==> src/rtl/i2c_request_scheduler.sv <==
// ----------------------------------------------------------------------------
// i2c_request_scheduler
//
// Shares one I2C controller between two requesters:
//   * PC instructions arriving from the UART receive path, held in a one-entry
//     holding register until the controller has finished with them;
//   * periodic default temperature reads, requested by an internal free-running
//     period counter.
// Each issued transaction carries a tag on i2c_valid_instr so the downstream
// I2C-to-UART arbiter knows whether to buffer the result (PC instruction) or
// bypass it (default read). PC instructions are held off while that arbiter's
// buffer is full. Default reads are never blocked by the buffer, and a pending
// default read can be deferred by at most DEFER_LIMIT consecutive PC grants.
//
// Parameters:
//   PERIOD       cycles between default temperature reads
//   TEMP_ADDR    register address used for default reads
//   DEFER_LIMIT  consecutive PC grants allowed while a default read waits
//   WD_CYCLES    watchdog limit in WAIT (only with I2C_SCHED_WATCHDOG_EN)
//
// Ports:
//   clk                system clock
//   reset              asynchronous, active-low reset
//   pc_instr_valid     PC instruction offered
//   pc_instr_ready     holding register empty; accept on valid && ready
//   pc_address         PC instruction register address
//   pc_mode            PC op info; [3:0] one-hot rd1/rd2/wr1/wr2
//   pc_wr_data         PC write payload
//   full_i2cbuffer     arbiter buffer full; blocks PC issue
//   i2c_busy           I2C controller busy
//   i2c_done           one-cycle completion pulse from the controller
//   i2c_start          one-cycle issue pulse
//   i2c_instr_address  issued address
//   i2c_op_info        issued mode
//   i2c_wr_data        issued payload
//   i2c_valid_instr    3'b001 default read, 3'b011 PC instruction, 3'b000 none
//   i2c_abort          watchdog abort pulse
//   timeout_err        sticky watchdog flag, cleared only by reset
//
// Build option:
//   I2C_SCHED_WATCHDOG_EN  when defined, a watchdog aborts a transaction that
//                          sits in WAIT for WD_CYCLES cycles without i2c_done.
//                          When undefined, WAIT never times out and i2c_abort /
//                          timeout_err are tied low.
// ----------------------------------------------------------------------------
module i2c_request_scheduler #(
  parameter logic [23:0] PERIOD      = 24'd1_000_000,
  parameter logic [7:0]  TEMP_ADDR   = 8'h00,
  parameter int unsigned DEFER_LIMIT = 4,
  parameter logic [15:0] WD_CYCLES   = 16'd4096
) (
  input  logic        clk,
  input  logic        reset,
  input  logic        pc_instr_valid,
  output logic        pc_instr_ready,
  input  logic [7:0]  pc_address,
  input  logic [7:0]  pc_mode,
  input  logic [15:0] pc_wr_data,
  input  logic        full_i2cbuffer,
  input  logic        i2c_busy,
  input  logic        i2c_done,
  output logic        i2c_start,
  output logic [7:0]  i2c_instr_address,
  output logic [7:0]  i2c_op_info,
  output logic [15:0] i2c_wr_data,
  output logic [2:0]  i2c_valid_instr,
  output logic        i2c_abort,
  output logic        timeout_err
);

  localparam logic [2:0]  TAG_NONE    = 3'b000;
  localparam logic [2:0]  TAG_DEFAULT = 3'b001;
  localparam logic [2:0]  TAG_PC      = 3'b011;
  localparam logic [7:0]  DEFAULT_OP  = 8'h02;

  localparam int DEFER_W = (DEFER_LIMIT < 2) ? 1 : $clog2(DEFER_LIMIT + 1);
  localparam logic [DEFER_W-1:0] DEFER_MAX = DEFER_W'(DEFER_LIMIT);

  typedef enum logic [1:0] {
    IDLE  = 2'd0,
    ISSUE = 2'd1,
    WAIT  = 2'd2
  } state_t;

  state_t state;
  state_t state_next;

  // PC holding register
  logic        hold_full;
  logic [7:0]  hold_addr;
  logic [7:0]  hold_mode;
  logic [15:0] hold_data;

  // Default-read timer and starvation guard
  logic [23:0]        period_cnt;
  logic               period_tc;
  logic               default_pending;
  logic [DEFER_W-1:0] defer_cnt;

  // Which requester owns the transaction currently in flight
  logic cur_is_pc;

  logic pc_handshake;
  logic pc_eligible;
  logic default_wins;
  logic grant_pc;
  logic grant_def;
  logic wd_hit;
  logic wd_expire;
  logic hold_free;

  assign pc_instr_ready = ~hold_full;
  assign pc_handshake   = pc_instr_valid & ~hold_full;
  assign pc_eligible    = hold_full & ~full_i2cbuffer;
  assign period_tc      = (period_cnt == (PERIOD - 24'd1));

  // Once a default read has been passed over DEFER_LIMIT times in a row it
  // takes precedence over a waiting PC instruction.
  assign default_wins   = default_pending && (defer_cnt == DEFER_MAX);

  // The holding register is released when the controller finishes (or the
  // watchdog gives up on) a transaction that came from the PC.
  assign hold_free      = (state == WAIT) && cur_is_pc && (i2c_done || wd_expire);

  // --------------------------------------------------------------------------
  // State register
  // --------------------------------------------------------------------------
  always_ff @(posedge clk or negedge reset) begin
    if (!reset) begin
      state <= IDLE;
    end else begin
      state <= state_next;
    end
  end

  // --------------------------------------------------------------------------
  // Next-state and grant decode
  // --------------------------------------------------------------------------
  always_comb begin
    state_next = state;
    grant_pc   = 1'b0;
    grant_def  = 1'b0;
    wd_expire  = 1'b0;
    case (state)
      IDLE: begin
        if (!i2c_busy) begin
          if (pc_eligible && !default_wins) begin
            grant_pc = 1'b1;
          end else if (default_pending) begin
            grant_def = 1'b1;
          end
          if (grant_pc || grant_def) begin
            state_next = ISSUE;
          end
        end
      end
      ISSUE: begin
        state_next = WAIT;
      end
      WAIT: begin
        if (i2c_done) begin
          state_next = IDLE;
        end else if (wd_hit) begin
          wd_expire  = 1'b1;
          state_next = IDLE;
        end
      end
      default: begin
        state_next = IDLE;
      end
    endcase
  end

  // --------------------------------------------------------------------------
  // PC holding register
  // --------------------------------------------------------------------------
  always_ff @(posedge clk or negedge reset) begin
    if (!reset) begin
      hold_full <= 1'b0;
      hold_addr <= 8'h00;
      hold_mode <= 8'h00;
      hold_data <= 16'h0000;
    end else if (hold_free) begin
      hold_full <= 1'b0;
    end else if (pc_handshake) begin
      hold_full <= 1'b1;
      hold_addr <= pc_address;
      hold_mode <= pc_mode;
      hold_data <= pc_wr_data;
    end
  end

  // --------------------------------------------------------------------------
  // Period counter and pending default read. A terminal count that lands
  // while a read is already pending simply leaves it pending; a terminal
  // count on the same edge as a default grant starts a fresh request.
  // --------------------------------------------------------------------------
  always_ff @(posedge clk or negedge reset) begin
    if (!reset) begin
      period_cnt      <= 24'd0;
      default_pending <= 1'b0;
    end else begin
      if (period_tc) begin
        period_cnt <= 24'd0;
      end else begin
        period_cnt <= period_cnt + 24'd1;
      end

      if (period_tc) begin
        default_pending <= 1'b1;
      end else if (grant_def) begin
        default_pending <= 1'b0;
      end
    end
  end

  // --------------------------------------------------------------------------
  // Starvation counter: counts PC grants made over a waiting default read.
  // --------------------------------------------------------------------------
  always_ff @(posedge clk or negedge reset) begin
    if (!reset) begin
      defer_cnt <= '0;
    end else if (grant_def || !default_pending) begin
      defer_cnt <= '0;
    end else if (grant_pc && (defer_cnt != DEFER_MAX)) begin
      defer_cnt <= defer_cnt + 1'b1;
    end
  end

  // --------------------------------------------------------------------------
  // Registered issue outputs. Fields and tag are captured on the grant edge
  // so they are valid together with i2c_start and stay put until WAIT exits;
  // only the tag is cleared on return to IDLE.
  // --------------------------------------------------------------------------
  always_ff @(posedge clk or negedge reset) begin
    if (!reset) begin
      i2c_start         <= 1'b0;
      i2c_instr_address <= 8'h00;
      i2c_op_info       <= 8'h00;
      i2c_wr_data       <= 16'h0000;
      i2c_valid_instr   <= TAG_NONE;
      cur_is_pc         <= 1'b0;
    end else begin
      i2c_start <= grant_pc | grant_def;
      if (grant_pc) begin
        i2c_instr_address <= hold_addr;
        i2c_op_info       <= hold_mode;
        i2c_wr_data       <= hold_data;
        i2c_valid_instr   <= TAG_PC;
        cur_is_pc         <= 1'b1;
      end else if (grant_def) begin
        i2c_instr_address <= TEMP_ADDR;
        i2c_op_info       <= DEFAULT_OP;
        i2c_wr_data       <= 16'h0000;
        i2c_valid_instr   <= TAG_DEFAULT;
        cur_is_pc         <= 1'b0;
      end else if ((state == WAIT) && (state_next == IDLE)) begin
        i2c_valid_instr   <= TAG_NONE;
      end
    end
  end

`ifdef I2C_SCHED_WATCHDOG_EN
  // --------------------------------------------------------------------------
  // Watchdog: counts cycles spent in WAIT. It is zero on entry to WAIT, so
  // the abort fires on the WD_CYCLES-th edge spent waiting.
  // --------------------------------------------------------------------------
  logic [15:0] wd_cnt;

  assign wd_hit = (wd_cnt == (WD_CYCLES - 16'd1));

  always_ff @(posedge clk or negedge reset) begin
    if (!reset) begin
      wd_cnt      <= 16'd0;
      i2c_abort   <= 1'b0;
      timeout_err <= 1'b0;
    end else begin
      i2c_abort <= wd_expire;
      if (wd_expire) begin
        timeout_err <= 1'b1;
      end
      if ((state == WAIT) && !i2c_done && !wd_expire) begin
        wd_cnt <= wd_cnt + 16'd1;
      end else begin
        wd_cnt <= 16'd0;
      end
    end
  end
`else
  // Without the watchdog WAIT only ends on i2c_done. WD_CYCLES is folded into
  // a constant-false term so the parameter stays referenced in this build.
  assign wd_hit      = 1'b0 && (WD_CYCLES != 16'd0);
  assign i2c_abort   = 1'b0;
  assign timeout_err = 1'b0;
`endif

endmodule

==> config.mk <==
export PLATFORM = sky130hd
export DESIGN_NAME = i2c_request_scheduler
export DESIGN_NICKNAME = d
export VERILOG_FILES = /design/src/rtl/i2c_request_scheduler.sv
export SDC_FILE = /design/constraint.sdc
export NUM_CORES = 1
export LEC_CHECK = 0
export BUFFER_PORTS_ARGS = -buffer_cell sky130_fd_sc_hd__buf_2
export CORE_MARGIN = 1
export CORE_UTILIZATION = 55
export DETAILED_ROUTE_END_ITERATION = 10
export PLACE_DENSITY = 0.86
export SLEW_MARGIN = 0
export SYNTH_ARGS = -nofsm -noshare
export SYNTH_HDL_FRONTEND = slang
export SYNTH_SLANG_ARGS = --single-unit
==> constraint.sdc <==
create_clock -name clk -period 2.2 [get_ports clk]
set_input_delay 0.66 -clock clk [delete_from_list [all_inputs] [get_ports clk]]
set_output_delay 0.66 -clock clk [all_outputs]
set_load 0.03 [all_outputs]
==> flow_summary.toml, run 1 <==
[detailed_routing]
detailedRoute.firstPassIterationCount = 5
route.final.wire_length_microns = 7870
route.detailed.drc = 0
post_detailed_route_wirelength_per_cell_microns = 16.4
route.detailed.vias_per_inst = 5.54
route.vias.total = 2656
detailedRoute.firstIterationViolations = 148
ant_nets_after_route = 0

[worst_setup_path]
reg2regPathDepth = 5
critical_path.endpoint_type = "flip-flop"
crit_type = "reg2reg"
regToRegSetupSlack_ns = 0.35
timing.critical_path.from_type = "flip-flop"
timing.rr.start = "period_cnt[0]$_DFF_PN0_"
cp-endpoint = "period_cnt[18]$_DFF_PN0_"
critical_path.max_fanout = 6
cp_data_arrival_time_ns = 2.15
critical_path.startpoint = "period_cnt[0]$_DFF_PN0_"
cp_data_required_time_ns = 2.50
worstReg2RegEnd = "period_cnt[18]$_DFF_PN0_"

[grt]
track_usage_pct = 22.7
grt_pass1_vias = 2604
grt_max_degree = 43
remaining_global_route_overflow = 0
grt_antenna_before_repair = 0
first_pass_grt_wire_length_microns = 12900

[final_layout]
finalNetCount = 419
drive_above_1_share_pct = 44.1
layout_cells_excl_fill = 479
fillerInstances = 488
flow.area_growth_from_synthesis_pct = 18.2
antenna_cells_inserted = 0

[placement]
pre_cts_ws_ns = 0.225
placement.io_buffers = 73
dp.final_hpwl_microns = 5520
placed_instances = 463
place_congestion = 0.840

[sta]
fin_hold_ws_ns = 0.267
min_period_ns = 1.85
worstMarginPinSlew_ns = 0.540
timing.slew.headroom_pct = 64.0
setup_slack_ns = 0.349
finalClockSkew_ns = 0.0108
fin_setup_tns_ns = 0
hold_viol_final = 0
setup_viol = 0
achievable-frequency_mhz = 540
grt_setup_unrepaired = "no"
min_period_over_period_pct = 84.1
slew_viol_final = 0

[power]
combPwrFrac_pct = 31.7
power.density_cell_area_nw_per_um2 = 1230
power.leakage_nw = 2.30
internal_power_mw = 3.78
power_frac_seq_pct = 47.3
vdd_drop_max_uv = 687
report.power.total_mw = 5.87
switching_share_pct = 35.6
clock_power_share_pct = 21.0
p_sw_mw = 2.09

[synth]
synth-edff-count = 0
syn-instance-count = 296
syn-mean-instance-area_sq_um = 13.7
synth.yosys.warnings = 0
postSynth.topFlopCell = "sky130_fd_sc_hd__dfrtp_1"
async_flop_share_pct = 100
synth-seq-cells = 99
yosys.cell_types.count = 45
sequential_area_share_after_synthesis_pct = 61.3
syn-cell-area_sq_um = 4040

[clock_tree]
cts.reportedPaths.clkPinSlew_ns = 0.10
ctsRootBufferMaster = "sky130_fd_sc_hd__clkbuf_8"
clockBufferDepth = 2
h-tree-depth = 3
cts.repair_timing.setup_buffer_count = 0
post_cts_resize_count = 0
cts-hold-fix-buffers = 0
clk_latency_ns = 0.37
tritoncts.num_buffers = 9
cts.sinks = 99
tritoncts = "built"

[floorplanning]
core_area_sq_um = 6940
initial_utilization_pct = 58.2
die_w_microns = 87.7
area_enclosed_by_the_die_boundary_sq_um = 7700
die-height_microns = 87.7
pin_count = 77
rows = 30

[run_status]
status = "completed"

[min_path]
worstHoldPathType = "in2async"

[run]
max_capacitance_violation_count = 0
stage by stage:
step	instance area (sq um)	utilization, %
after detailed placement	4560	65.7
after global placement	4560	65.7
final	4780	68.8
after global routing	4780	68.8
after floorplan	4050	-
after CTS	4780	68.8
Yosys cell counts (all sizes together), types with 4 or more instances:
| cell | count | share of area (%) |
|---|---|---|
| dfrtp | 99 | 61 |
| mux2 | 33 | 9.2 |
| a22o | 31 | 7.6 |
| nand2 | 13 | 1.2 |
| nor2 | 11 | 1.0 |
| xnor2 | 11 | 2.4 |
| buf | 10 | 1.9 |
| nand4 | 10 | 1.9 |
| nand3 | 8 | 0.99 |
| inv | 7 | 0.65 |
| xor2 | 7 | 1.5 |
| a21oi | 4 | 0.50 |
| and4 | 4 | 0.93 |
| nor3 | 4 | 0.50 |
worst min path at each step:
stage,to,slack [ns],cells after the start,start
after floorplan,cur_is_pc$_DFFE_PN0P_,0.36,0,reset
after global placement,period_cnt[0]$_DFF_PN0_,0.46,1,period_cnt[0]$_DFF_PN0_
after detailed placement,period_cnt[0]$_DFF_PN0_,0.46,1,period_cnt[0]$_DFF_PN0_
after CTS,hold_mode[2]$_DFFE_PN0P_,0.27,1,reset
after global routing,hold_mode[0]$_DFFE_PN0P_,0.29,1,reset
final,hold_mode[2]$_DFFE_PN0P_,0.27,1,reset
state kept, by name, indices dropped and copies added (netlist names), 2 cells and up:
signal and count:
defer_cnt 3, hold_addr 8, hold_data 16, hold_mode 8
i2c_instr_address 8, i2c_op_info 8, i2c_valid_instr 2, i2c_wr_data 16
period_cnt 24, state 2
critical path: stages, from the launching register on:
cell and delay [ns]:
sky130_fd_sc_hd__dfrtp_1 0.39, sky130_fd_sc_hd__ha_1 0.20, sky130_fd_sc_hd__nand3_1 0.22, sky130_fd_sc_hd__nand2b_1 0.32
sky130_fd_sc_hd__or4_1 0.50, sky130_fd_sc_hd__a21oi_1 0.15
final cells by class:
type | instances | area [sq um] | area share (%)
Multi-Input combinational cell | 179 | 1470 | 30.7
Tap cell | 96 | 120 | 2.51
Clock buffer | 9 | 124 | 2.59
Clock inverter | 7 | 91.3 | 1.91
Inverter | 7 | 26.3 | 0.550
Sequential cell | 99 | 2480 | 51.8
Timing Repair Buffer | 82 | 473 | 9.90
metal layers:
metal / share of wire (%) / global-route usage (%) / vias to the layer above
li1: - / - / 1243
met1: 42 / 28.8 / 1320
met2: 51 / 38.0 / 85
met3: 5.5 / 6.13 / 8
met4: 1.2 / 7.90 / 0
met5: 0 / 0 / -
power groups by stage:
stage / logic, mW / registers (mW) / clock network [mW]
after detailed placement: 1.88 / 2.80 / 0
after global placement: 1.80 / 2.75 / 0
final: 1.86 / 2.77 / 1.23
after floorplan: 0.743 / 3.32 / 0
after global routing: 2.00 / 2.83 / 1.33
after CTS: 1.89 / 2.77 / 1.26
logic make-up after synthesis:
family          Yosys count  share of synthesized area, %
flops                    99                          61.3
compound gates           50                          11.3
mux                      33                          9.19
xor+xnor                 18                          3.90
other cells               1                        0.0928
fa+ha+maj                 3                         0.929
buf+inv                  20                          2.82
simple gates             72                          10.5
cell usage in the layout, fill, tap and decap left out, drive strengths merged, types with 3 or more instances in the layout:
master   n
a22o    31
a21oi    4
o31ai    3
xnor2   11
ha       3
nand3    8
nor3     4
nor2b    3
nor2    11
mux2    33
nor4     3
buf     82
dfrtp   99
and4     4
inv     11
conb     3
nand2   13
or4      3
xor2     7
o21ai    3
clkbuf   9
nand4   10
No activity file was read; power rests on OpenSTA's default activity.
==> inputs of run 2 (changes only) <==
--- a/config.mk
+++ b/config.mk
@@ -7,9 +7,9 @@
 export LEC_CHECK = 0
 export BUFFER_PORTS_ARGS = -buffer_cell sky130_fd_sc_hd__buf_2
 export CORE_MARGIN = 1
-export CORE_UTILIZATION = 55
+export CORE_UTILIZATION = 49
 export DETAILED_ROUTE_END_ITERATION = 10
-export PLACE_DENSITY = 0.86
+export PLACE_DENSITY = 0.82
 export SLEW_MARGIN = 0
 export SYNTH_ARGS = -nofsm -noshare
 export SYNTH_HDL_FRONTEND = slang
==> constraint.sdc (replaced) <==
create_clock -name clk -period 1.5 [get_ports clk]
set_input_delay 0.45 -clock clk [delete_from_list [all_inputs] [get_ports clk]]
set_output_delay 0.45 -clock clk [all_outputs]
set_load 0.03 [all_outputs]
==> run 2 against run 1 <==
Compared with the run above:
- the run now ends with setup timing left
- power increased by 53%
- hold slack improved by 0.026 ns
- routed wire length increased by 20%
- via count increased by 10%
- combinational power increased by 63%
- die area increased by 12%
- critical path type unchanged
==> flow_summary.toml, run 2 (synthesis results as in run 1) <==
[floorplanning]
rows = 32
initial_utilization_pct = 51.5
pin_count = 77
die-height_microns = 92.8
core_area_sq_um = 7850
area_enclosed_by_the_die_boundary_sq_um = 8620
die_w_microns = 92.8

[detailed_routing]
route.detailed.vias_per_inst = 5.54
detailedRoute.firstPassIterationCount = 5
route.detailed.drc = 0
ant_nets_after_route = 0
detailedRoute.firstIterationViolations = 106
post_detailed_route_wirelength_per_cell_microns = 17.9
route.vias.total = 2927
route.final.wire_length_microns = 9440

[worst_setup_path]
crit_type = "reg2reg"
cp_data_required_time_ns = 1.82
critical_path.startpoint = "state[1]$_DFF_PN0_"
timing.critical_path.from_type = "flip-flop"
critical_path.endpoint_type = "flip-flop"
timing.rr.start = "state[1]$_DFF_PN0_"
critical_path.max_fanout = 8
cp_data_arrival_time_ns = 1.94

[clock_tree]
h-tree-depth = 3
clockBufferDepth = 2
tritoncts.num_buffers = 9
clk_latency_ns = 0.38
ctsRootBufferMaster = "sky130_fd_sc_hd__clkbuf_8"
cts.reportedPaths.clkPinSlew_ns = 0.11
cts.sinks = 99
tritoncts = "built"

[sta]
fin_hold_ws_ns = 0.293
achievable-frequency_mhz = 620
setup_slack_ns = -0.112
hold_viol_final = 0
fin_setup_tns_ns = -3.33
finalClockSkew_ns = 0.00921
grt_setup_unrepaired = "yes"
min_period_over_period_pct = 107
slew_viol_final = 0
min_period_ns = 1.61
setup_viol = 47

[placement]
dp.final_hpwl_microns = 6000
placement.io_buffers = 73
pre_cts_ws_ns = -0.213
place_congestion = 0.868

[power]
power_frac_seq_pct = 45.7
clock_power_share_pct = 20.5
switching_share_pct = 35.7
power.density_cell_area_nw_per_um2 = 1660
p_sw_mw = 3.20
power.leakage_nw = 2.61
internal_power_mw = 5.76
combPwrFrac_pct = 33.8
vdd_drop_max_uv = 682

[run_status]
status = "complete, but fails checks"
violations_in_the_final_reports = "setup timing"

[grt]
grt_antenna_before_repair = 0
first_pass_grt_wire_length_microns = 13900
grt_pass1_vias = 2892
grt_max_degree = 37
track_usage_pct = 21.2
remaining_global_route_overflow = 0

[final_layout]
regArea_sq_um = 2480
layout.cells.most_common_list = "sky130_fd_sc_hd__dfrtp_1, sky130_fd_sc_hd__buf_2, sky130_fd_sc_hd__buf_4, sky130_fd_sc_hd__mux2_2, sky130_fd_sc_hd__a22o_2"
registers.top_by_ff_count = "period_cnt"
finalNetCount = 462
fillerInstances = 542
flow.area_growth_from_synthesis_pct = 33.6
antenna_cells_inserted = 0
largestRegisters = "period_cnt: 24 flops, hold_data: 16 flops, i2c_wr_data: 16 flops"
drive_above_1_share_pct = 54.7
largest_register_ffs = 24
multi_input_comb_area_sq_um = 1660
most_common_cell_after_layout_fill_and_taps_aside = "sky130_fd_sc_hd__dfrtp_1"

[min_path]
worstHoldPathType = "in2reg"
min-delay-start = "pc_mode[5]"

[run]
max_capacitance_violation_count = 0
[run 2: changes by cell type in the layout (fill, tap and decap cells not counted), moves of 3 or more]
cell                        previous run  this run
sky130_fd_sc_hd__buf_4                 7        40
sky130_fd_sc_hd__a22o_2               29        20
sky130_fd_sc_hd__a22o_4                0         9
sky130_fd_sc_hd__buf_6                 0         5
sky130_fd_sc_hd__a21oi_1               4         0
sky130_fd_sc_hd__a21oi_2               0         4
sky130_fd_sc_hd__clkbuf_16             0         3
sky130_fd_sc_hd__nor2_1               11         8
sky130_fd_sc_hd__nor3_1                4         1
[run 2: power groups by stage]
| stage | Clock, mW | Combinational, mW | Sequential, mW |
|---|---|---|---|
| after global placement | 0 | 2.72 | 4.05 |
| after CTS | 1.87 | 2.84 | 4.04 |
| after global routing | 1.97 | 3.20 | 4.19 |
| final | 1.84 | 3.03 | 4.10 |
| after detailed placement | 0 | 2.80 | 4.09 |
| after floorplan | 0 | 1.09 | 4.87 |
[run 2: cell type report]
class	instances	area share (%)
Clock inverter	7	1.69
Clock buffer	9	2.29
Timing Repair Buffer	125	16.6
Inverter	7	0.487
Multi-Input combinational cell	179	30.7
Tap cell	102	2.36
Sequential cell	99	45.9
[run 2: per-stage QoR]
step | area [sq um] | power (mW) | utilization, % | instances
6_report | 5400 | 8.96 | 68.8 | 528
3_5_place_dp | 4860 | 6.89 | 62.0 | 502
2_1_floorplan | 4070 | 5.96 | - | 298
3_3_place_gp | 4860 | 6.77 | 62.0 | 502
5_1_grt | 5400 | 9.36 | 68.8 | 528
4_1_cts | 5170 | 8.75 | 65.8 | 523
[run 2: final timing paths]
kind / to / slack (ns) / cells after the start
worst max-delay path: i2c_instr_address[5]$_DFFE_PN0P_ / -0.11 / 5
worst min-delay path: hold_mode[5]$_DFFE_PN0P_ / 0.29 / 2
worst max register to register: i2c_instr_address[5]$_DFFE_PN0P_ / -0.11 / 5
worst min register to register: period_cnt[23]$_DFF_PN0_ / 0.49 / 1
max in group asynchronous: hold_data[15]$_DFFE_PN0P_ / 0.44 / 3
min in group asynchronous: i2c_instr_address[4]$_DFFE_PN0P_ / 0.53 / 2
[run 2: worst max-delay path, cell delays in order (launching register included)]
cell and delay, ns:
sky130_fd_sc_hd__dfrtp_1 0.39, sky130_fd_sc_hd__or3_4 0.41, sky130_fd_sc_hd__a311oi_4 0.27, sky130_fd_sc_hd__buf_6 0.19
sky130_fd_sc_hd__clkbuf_16 0.17, sky130_fd_sc_hd__a22o_2 0.13
[run 2: layer usage]
| layer | global-route usage (%) | up-vias | routed length [microns] |
|---|---|---|---|
| met4 | 7.82 | 0 | 142 |
| met3 | 4.60 | 15 | 430 |
| met5 | 0 | - | 0 |
| met2 | 35.0 | 85 | 4860 |
| li1 | - | 1323 | - |
| met1 | 27.4 | 1504 | 4010 |
[run 2: what timing repair did]
item                                   in CTS  in global routing
setup endpoints to repair                  50                 53
resized for setup                          12                 25
endpoints found under the hold margin      15                  0
hold buffers                                1                  0
cloned                                      0                  4
pin swaps                                   5                  3
setup buffers                               4                  1
==> inputs of run 3 (changes only) <==
--- a/config.mk
+++ b/config.mk
@@ -7,9 +7,9 @@
 export LEC_CHECK = 0
 export BUFFER_PORTS_ARGS = -buffer_cell sky130_fd_sc_hd__buf_2
 export CORE_MARGIN = 1
-export CORE_UTILIZATION = 49
+export CORE_UTILIZATION = 30
 export DETAILED_ROUTE_END_ITERATION = 10
-export PLACE_DENSITY = 0.82
+export PLACE_DENSITY = 0.6
 export SLEW_MARGIN = 0
 export SYNTH_ARGS = -nofsm -noshare
 export SYNTH_HDL_FRONTEND = slang
==> run 3 against run 2 <==
Compared with the run above:
- die area grew 62%
- sequential power is essentially flat
- routed wire length fell by 5.1%
- the flow still finishes with violations (setup timing)
- largest cell class unchanged
- largest power group unchanged
- critical endpoint is now hold_data[14]$_DFFE_PN0P_
==> flow_summary.toml, run 3 (synthesis results as in run 1) <==
[worst_setup_path]
regToRegSetupSlack_ns = -0.12
critical_path.endpoint_type = "flip-flop"
critical_path.startpoint = "state[0]$_DFF_PN0_"
timing.rr.start = "state[0]$_DFF_PN0_"
reg2regPathDepth = 5
timing.critical_path.from_type = "flip-flop"
cp_data_required_time_ns = 1.73
cp-endpoint = "hold_data[14]$_DFFE_PN0P_"
worstReg2RegEnd = "hold_data[14]$_DFFE_PN0P_"
cp_data_arrival_time_ns = 1.84
critical_path.max_fanout = 20
crit_type = "reg2reg"

[floorplanning]
rows = 42
core_area_sq_um = 13200
die_w_microns = 118
pin_count = 77
initial_utilization_pct = 30.6
area_enclosed_by_the_die_boundary_sq_um = 13900
die-height_microns = 118

[detailed_routing]
route.detailed.vias_per_inst = 4.64
detailedRoute.firstPassIterationCount = 4
ant_nets_after_route = 0
route.final.wire_length_microns = 8950
route.vias.total = 2806
route.detailed.drc = 0
detailedRoute.firstIterationViolations = 136
post_detailed_route_wirelength_per_cell_microns = 14.8

[final_layout]
fillerInstances = 1223
largestRegisters = "period_cnt: 24 flops, hold_data: 16 flops, i2c_wr_data: 16 flops"
layout.cells.most_common_list = "sky130_fd_sc_hd__dfrtp_1, sky130_fd_sc_hd__buf_2, sky130_fd_sc_hd__buf_4, sky130_fd_sc_hd__a22o_2, sky130_fd_sc_hd__mux2_4"
drive_above_1_share_pct = 54.5
multi_input_comb_area_sq_um = 1680
finalNetCount = 465
largest_register_ffs = 24
most_common_cell_after_layout_fill_and_taps_aside = "sky130_fd_sc_hd__dfrtp_1"
flow.area_growth_from_synthesis_pct = 39.3
registers.top_by_ff_count = "period_cnt"
regArea_sq_um = 2480
antenna_cells_inserted = 0

[sta]
min_period_over_period_pct = 108
grt_setup_unrepaired = "yes"
setup_viol = 75
min_period_ns = 1.62
achievable-frequency_mhz = 619
hold_viol_final = 0
finalClockSkew_ns = 0.00887
fin_hold_ws_ns = 0.0742
slew_viol_final = 0
fin_setup_tns_ns = -4.64
setup_slack_ns = -0.116

[grt]
first_pass_grt_wire_length_microns = 14700
grt_pass1_vias = 2885
track_usage_pct = 13.5
remaining_global_route_overflow = 0
grt_max_degree = 65
grt_antenna_before_repair = 0

[clock_tree]
clk_latency_ns = 0.35
h-tree-depth = 3
tritoncts.num_buffers = 9
cts.reportedPaths.clkPinSlew_ns = 0.07
ctsRootBufferMaster = "sky130_fd_sc_hd__clkbuf_16"
cts.sinks = 99
cts-hold-fix-buffers = 0
clockBufferDepth = 2
tritoncts = "built"

[power]
power.leakage_nw = 2.78
vdd_drop_max_uv = 663
power.density_cell_area_nw_per_um2 = 1720

[placement]
pre_cts_ws_ns = -0.243
dp.final_hpwl_microns = 6050
placement.io_buffers = 73
place_congestion = 0.823

[run_status]
violations_in_the_final_reports = "setup timing"
status = "complete, but fails checks"

[run]
max_capacitance_violation_count = 0

[min_path]
worstHoldPathType = "in2async"
## run 3: critical path: stages (launching register included)
cell	delay, ns
sky130_fd_sc_hd__dfrtp_1	0.42
sky130_fd_sc_hd__buf_6	0.13
sky130_fd_sc_hd__nand4b_1	0.24
sky130_fd_sc_hd__nand3_4	0.14
sky130_fd_sc_hd__buf_12	0.20
sky130_fd_sc_hd__mux2_2	0.35
## run 3: metal layers
| layer | track usage (%) | up-vias | part of all wire [%] |
|---|---|---|---|
| li1 | - | 1336 | - |
| met5 | 0 | - | 0 |
| met2 | 21.4 | 58 | 48 |
| met3 | 3.10 | 7 | 3.7 |
| met1 | 18.1 | 1405 | 47 |
| met4 | 4.57 | 0 | 1.4 |
## run 3: metrics by stage
stage / utilization (%) / power (mW) / cell area (sq um) / std cells
3_5_place_dp: 37.8 / 6.93 / 4980 / 578
5_1_grt: 42.7 / 10.1 / 5630 / 605
4_1_cts: 41.6 / 9.56 / 5480 / 602
6_report: 42.7 / 9.68 / 5630 / 605
2_1_floorplan: - / 5.96 / 4070 / 298
3_3_place_gp: 37.8 / 6.84 / 4980 / 578
## run 3: report_power, final
part	internal, mW	total [mW]	switching, mW
Clock	1.34	2.46	1.11
Sequential	3.56	4.08	0.523
Combinational	1.52	3.14	1.62
## run 3: area by class of cell
type	count	area share, %
Clock buffer	9	4.00
Clock inverter	7	1.60
Inverter	7	0.511
Multi-Input combinational cell	179	29.8
Sequential cell	99	44.0
Tap cell	176	3.91
Timing Repair Buffer	128	16.2
## run 3: what timing repair did
| item | CTS | global route |
|---|---|---|
| hold endpoints to repair | 0 | 0 |
| gates cloned | 2 | 0 |
| endpoints found under the setup margin | 79 | 85 |
| buffers inserted | 6 | 3 |
| pin swaps | 7 | 1 |
| resized for setup | 25 | 33 |
## run 3: worst min-delay path by stage
stage,startpoint,end,cells after the start
4_1_cts,reset,hold_addr[2]$_DFFE_PN0P_,2
5_1_grt,reset,state[1]$_DFF_PN0_,2
3_3_place_gp,reset,hold_addr[4]$_DFFE_PN0P_,2
6_report,reset,hold_addr[5]$_DFFE_PN0P_,2
2_1_floorplan,reset,cur_is_pc$_DFFE_PN0P_,0
3_5_place_dp,reset,hold_addr[5]$_DFFE_PN0P_,2
